File: src/rtl/mul_addtree_pipe.sv
// rtl/mul_addtree_pipe.sv - pipelined WIDTH x WIDTH multiplier with registered partial products and adder tree
// Optional two's complement operation is selected by defining MUL_ADDTREE_SIGNED_EN.
module mul_addtree_pipe #(
   parameter int WIDTH = 4,
   localparam int LEVELS = $clog2(WIDTH)
) (
   input  logic               clk,
   input  logic               rst,
   input  logic               flush,
   input  logic               in_valid,
   output logic               in_ready,
   input  logic [WIDTH-1:0]   mul_a,
   input  logic [WIDTH-1:0]   mul_b,
   output logic               out_valid,
   input  logic               out_ready,
   output logic [2*WIDTH-1:0] mul_out,
   output logic               busy
);

   localparam int PW    = 2 * WIDTH;
   localparam int NODES = 2 * WIDTH - 1;

   logic [PW-1:0]   a_ext;
   logic [PW-1:0]   pp   [WIDTH];
   logic [PW-1:0]   node [NODES];
   logic [LEVELS:0] vld;
   logic            adv;

   // Tree levels are packed back to back: level l starts where the wider levels end.
   function automatic int base(input int l);
      return 2 * WIDTH - 2 * (WIDTH >> l);
   endfunction

`ifdef MUL_ADDTREE_SIGNED_EN
   assign a_ext = {{WIDTH{mul_a[WIDTH-1]}}, mul_a};
`else
   assign a_ext = {{WIDTH{1'b0}}, mul_a};
`endif

   always_comb begin
      for (int i = 0; i < WIDTH; i++) begin
         pp[i] = mul_b[i] ? (a_ext << i) : '0;
      end
`ifdef MUL_ADDTREE_SIGNED_EN
      // The multiplier MSB carries negative weight in two's complement.
      pp[WIDTH-1] = '0 - pp[WIDTH-1];
`endif
   end

   assign adv       = !vld[LEVELS] | out_ready;
   assign in_ready  = adv;
   assign out_valid = vld[LEVELS];
   assign mul_out   = node[NODES-1];
   assign busy      = |vld;

   // Data registers only load behind a valid bit, so mul_out keeps the last product across bubbles.
   always_ff @(posedge clk or posedge rst) begin
      if (rst) begin
         vld <= '0;
         for (int n = 0; n < NODES; n++) begin
            node[n] <= '0;
         end
      end else if (flush) begin
         vld <= '0;
      end else if (adv) begin
         vld <= {vld[LEVELS-1:0], in_valid};
         if (in_valid) begin
            for (int i = 0; i < WIDTH; i++) begin
               node[i] <= pp[i];
            end
         end
         for (int l = 1; l <= LEVELS; l++) begin
            if (vld[l-1]) begin
               for (int j = 0; j < (WIDTH >> l); j++) begin
                  node[base(l) + j] <= node[base(l-1) + 2*j] + node[base(l-1) + 2*j + 1];
               end
            end
         end
      end
   end

endmodule

File: config.mk
export PLATFORM = sky130hd
export DESIGN_NAME = mul_addtree_pipe
export DESIGN_NICKNAME = d
export VERILOG_FILES = /design/src/rtl/mul_addtree_pipe.sv
export SDC_FILE = /design/constraint.sdc
export NUM_CORES = 1
export LEC_CHECK = 0
export CORE_MARGIN = 1.5
export CORE_UTILIZATION = 33
export CTS_CLUSTER_SIZE = 14
export DETAILED_ROUTE_END_ITERATION = 6
export PLACE_DENSITY = 0.62
export SLEW_MARGIN = 20
export SYNTH_ARGS = -nofsm -noshare
export SYNTH_HDL_FRONTEND = slang
export SYNTH_SLANG_ARGS = --single-unit
File: constraint.sdc
create_clock -name clk -period 1.8 [get_ports clk]
set_input_delay 0.18 -clock clk [delete_from_list [all_inputs] [get_ports clk]]
set_output_delay 0.18 -clock clk [all_outputs]
set_load 0.01 [all_outputs]
* Yosys cells after proc, flatten, opt, wreduce, memory -nomap -nowiden *
Cells that the tools add are included.
W data, S select, Z words.

word-level totals
  bits in latches = 0
  bits in writable memories = 0
  memories = 0
  output and inout bits = 11
  input port bits = 13
  flip-flop bits (word level) = 59
  word-level logic and storage cells = 25
  bits in read-only memories = 0

cells by class
  reductions and logical operators = 6
  muxes and demuxes = 6
  equality and inequality tests = 0
  magnitude comparators = 0
  bitwise logic cells = 2
  shifts and indexed selects = 0
  $mul = 0
  add/sub/neg operators = 3
  divide/modulo/power cells = 0

operators by type and width
  operator            count
  $add A8 B8 Y8       3
  $reduce_and A3 Y1   3
  $mux W7             1
  $mux W3             2
  $mux W6             1
  $mux W5             1
  $mux W4             1
  $reduce_or A3 Y1    1
  $reduce_bool A2 Y1  1
  $logic_not A1 Y1    1
  $not A1 Y1          1
  $or A1 B1 Y1        1

* Depth between registers and ports, before layout *
  depth after elaboration = 4
  mapped depth = 7
  mapped depth without buffers = 7

* Least setup slack after synthesis *
OpenSTA, ideal clock, no wires.

  path type = register to register
  start point = reg node[10] in the netlist's numbering
  end point = reg node, in the netlist mul_out[6]
  slack = 0.290 ns
  data arrival time = 1.377 ns
  setup time = 0.133 ns
  required time = 1.667 ns
  buffers on the path = 0
  period minus slack after synthesis = 1.510 ns
  stages on the path, launching flop included = 8
  path through = dfrtp_1 > ha_1 > inv_1 > fa_1 > nand2b_1 > a21oi_1 > xnor2_1 > o21ai_0

between the ends
  longest elaborated chain between the ends = 1

RTL lines
  item                               RTL line  source
  from (decl)                        25        logic [PW-1:0] node [NODES];
  from (signal, indexed assignment)  69        node[i] <= pp[i];
  from (signal, indexed assignment)  75        node[base(l) + j] <= node[base(l-1) + 2*j] + node[base(l-1) + 2*j + 1];
  $add A8 B8 Y8                      75

No other way between the ends.
A chain may end at the register's enable or synchronous reset.

* Worst setup path after layout *
  start point = reg vld[0]
  end point = out busy

between the ends
  longest elaborated chain between the ends = 1

RTL lines
  item                    RTL line  source
  from (decl)             26        logic [LEVELS:0] vld;
  from (signal assigned)  66        vld <= {vld[LEVELS-1:0], in_valid};
  $reduce_or A3 Y1        54        assign busy = |vld;
  to (decl)               17        output logic busy

No other way between the ends.

==> metrics <==
Crit-path slowest cell clkdlybuf4s50_1; synth cell count leaders dfrtp_1 (39), inv_1 (27), nand2_1 (25); slew margin rel. 0.7999; simple logic cell fraction of the synthesized area 0.09865; chip width 81.66 µm; initial antenna violation count 0; DRC 0; number of gates resized after cts 0; slowest stage delay, CP 0.48 ns; Ant. Diodes 0; detailed-route wire length per cell 11.82 µm; largest area contributor in the netlist dfrtp_1; Synth top area share 0.4779; Final Hold Violating Endpoints 0; Critical Path RT 1.62 ns; Die Area 6668 µm²; Synth Area in Compound Gates 0.05392; placed inst area 2307 µm²; IO Pins 24; f_max 0.5806 GHz; postcts setup bufs 0; Post-synth EDFFs 0; drt via density 4.316; grt ovf 0; element type at the critical path start flip-flop; synth warn 0; Non-Filler Instances 285; area grow syn2layout 16.97%; Clock Pin Slew Worst Setup and Hold Paths 0.08 ns; Syn Nets 213; Leakage 1.165 nW; top post-synthesis cells by area dfrtp_1 (48%), mux2i_1 (11%), ha_1 (6.1%), inv_1 (5.0%), mux2_2 (5.0%); main combinational cell family by area after synthesis multiplexers; P per Cell Area 1163 nW/µm²; post-synthesis instance total 187; cts hold-fix bufs 0; Hold Crit Class input pin to asynchronous set/reset pin; Synth Register Bits 39; post-synthesis sequential area ratio 0.4779; most numerous cell in the Yosys netlist dfrtp_1; CORE AREA 5956 µm²; 1st-iter DRT viols 70; Critical Path End Type output port; CTS tree yes; first-pass GRT wire length 5727 µm; initial core utilization 0.3429; fin area 2389 µm²; root buffer cell clkbuf_8; dpl cells 277; via count 1,230; CP Cell Sequence or3_1 -> clkdlybuf4s50_1; GRT Util Overall 0.1187; clock sink total 39; drt total wl 3368 µm; crit path max fanout 3; Slew @ Worst Pin 0.3002 ns; post-synth cell types 28; I/O Buffers 23; drt pass-1 iters 4; status complete, no violations; fin util 0.4011; area share of fa/ha/maj cells after synthesis 0.09069; Clock Skews 0.005573 ns; hold slack 0.2292 ns; CP Data Arrival Time 1.54 ns; vias in the first global route 1,225; ys flop type dfrtp_1; die height 81.66 µm; Slew Limit Fails 0; fin crit share 0.9569; Post-Syn Area 2042 µm²; hpwl dp 2472 µm; CP Class flip-flop to output port; post-synthesis mux area share 0.1575; setup repair after global routing missed its margin no; H-tree levels 2; antenna viol nets, final 0; Final min period 1.722 ns; syn avg cell area 10.92 µm²; asr flop ratio synth 1.000; maxcap violations 0; layout cells sized above 1 0.1095; fin nets 235; post-route setup TNS 0 ns; post-synthesis xor/xnor area fraction 0.02574; Setup-failing EPs final 0; VDD IR-drop max 0.5221 mV; clk_lat worst skew 0.29 ns; gpl congestion 0.7573; TritonCTS Buffers 5; Clock Tree Buf Depth 2; largest net degree at the start of global routing 40; cell row count 28
-- worst max-delay path: cells and delay by family, from the launching register on --
family | cells | cell delay [ns]
DFF | 1 | 0.41
and+or+nand+nor | 1 | 0.37
buffers and inverters | 1 | 0.48
-- power breakdown --
group          switching (mW)  total [mW]  internal (mW)
Combinational           0.427       0.948          0.521
Clock                   0.316       0.588          0.272
Sequential              0.131        1.24           1.11
Total                   0.873        2.78           1.91
-- state kept, by name, indices dropped and copies added (netlist names) --
signal,cells
vld,3
mul_out,8
node,28
-- per-stage QoR --
step           setup WS (ns)  power (mW)
3_3_place_gp          0.2148       2.210
3_5_place_dp          0.1947       2.223
2_1_floorplan         0.2899       1.980
4_1_cts              0.06000       2.821
6_report             0.07754       2.778
5_1_grt              0.02630       3.003
-- layout make-up --
type | count | area, µm²
multi-input combinational | 110 | 870.8
inverter | 27 | 101.3
clock inverter | 1 | 5.005
timing repair buffer | 26 | 265.3
sequential | 39 | 975.9
fill | 610 | 3567
clock buffer | 7 | 76.32
tap | 75 | 93.84
-- cells in the final DEF (no fill, tap or decap) --
master | netlist | layout
inv_1 | 27 | 27
nand2b_1 | 1 | 1
mux2i_1 | 22 | 22
a21o_1 | 3 | 3
nor2_1 | 4 | 4
clkbuf_8 | 0 | 5
a31oi_1 | 1 | 1
xor2_1 | 2 | 2
buf_12 | 0 | 1
ha_1 | 10 | 10
o21ai_0 | 8 | 8
a21oi_1 | 5 | 5
or2_2 | 1 | 1
buf_4 | 9 | 2
a211o_1 | 1 | 1
nor2b_4 | 1 | 1
clkdlybuf4s50_1 | 0 | 23
clkbuf_1 | 0 | 2
nand2b_4 | 1 | 1
clkinv_2 | 0 | 1
o21a_1 | 1 | 1
or3_1 | 2 | 2
dfrtp_1 | 39 | 39
fa_1 | 3 | 3
nand2_1 | 25 | 25
and2_4 | 1 | 1
mux2_2 | 9 | 9
xnor2_1 | 4 | 4
nor2b_1 | 3 | 3
and2_1 | 1 | 1
nand2_2 | 1 | 1
-- layer usage --
layer	global-route usage	vias up	wire, µm
met4	0.06610	0	88
met3	0.02667	8	120
met2	0.1736	28	1439
met5	0	-	0
met1	0.1614	555	1719
li1	-	639	-
-- cells by family after synthesis --
logic type / after synthesis
buffers and inverters: 38
AND/OR/NAND/NOR: 41
XOR/XNOR: 6
multiplexers: 31
flip-flops: 39
adder cells (fa/ha/maj): 13
AO/OA/AOI/OAI: 19
-- final timing paths --
kind	from	to	slack (ns)	cells after the start
hold reg to reg	mul_out[3]	mul_out[3]	0.48	2
max in group asynchronous	rst	vld[2]	1.37	3
setup / recovery	vld[0]	busy	0.08	2
min in group clk	mul_out[3]	mul_out[3]	0.48	2
hold / removal	rst	node[50]	0.23	3
setup reg to reg	node[10]	mul_out[6]	0.21	7
Power figures use the tool's default switching activity.
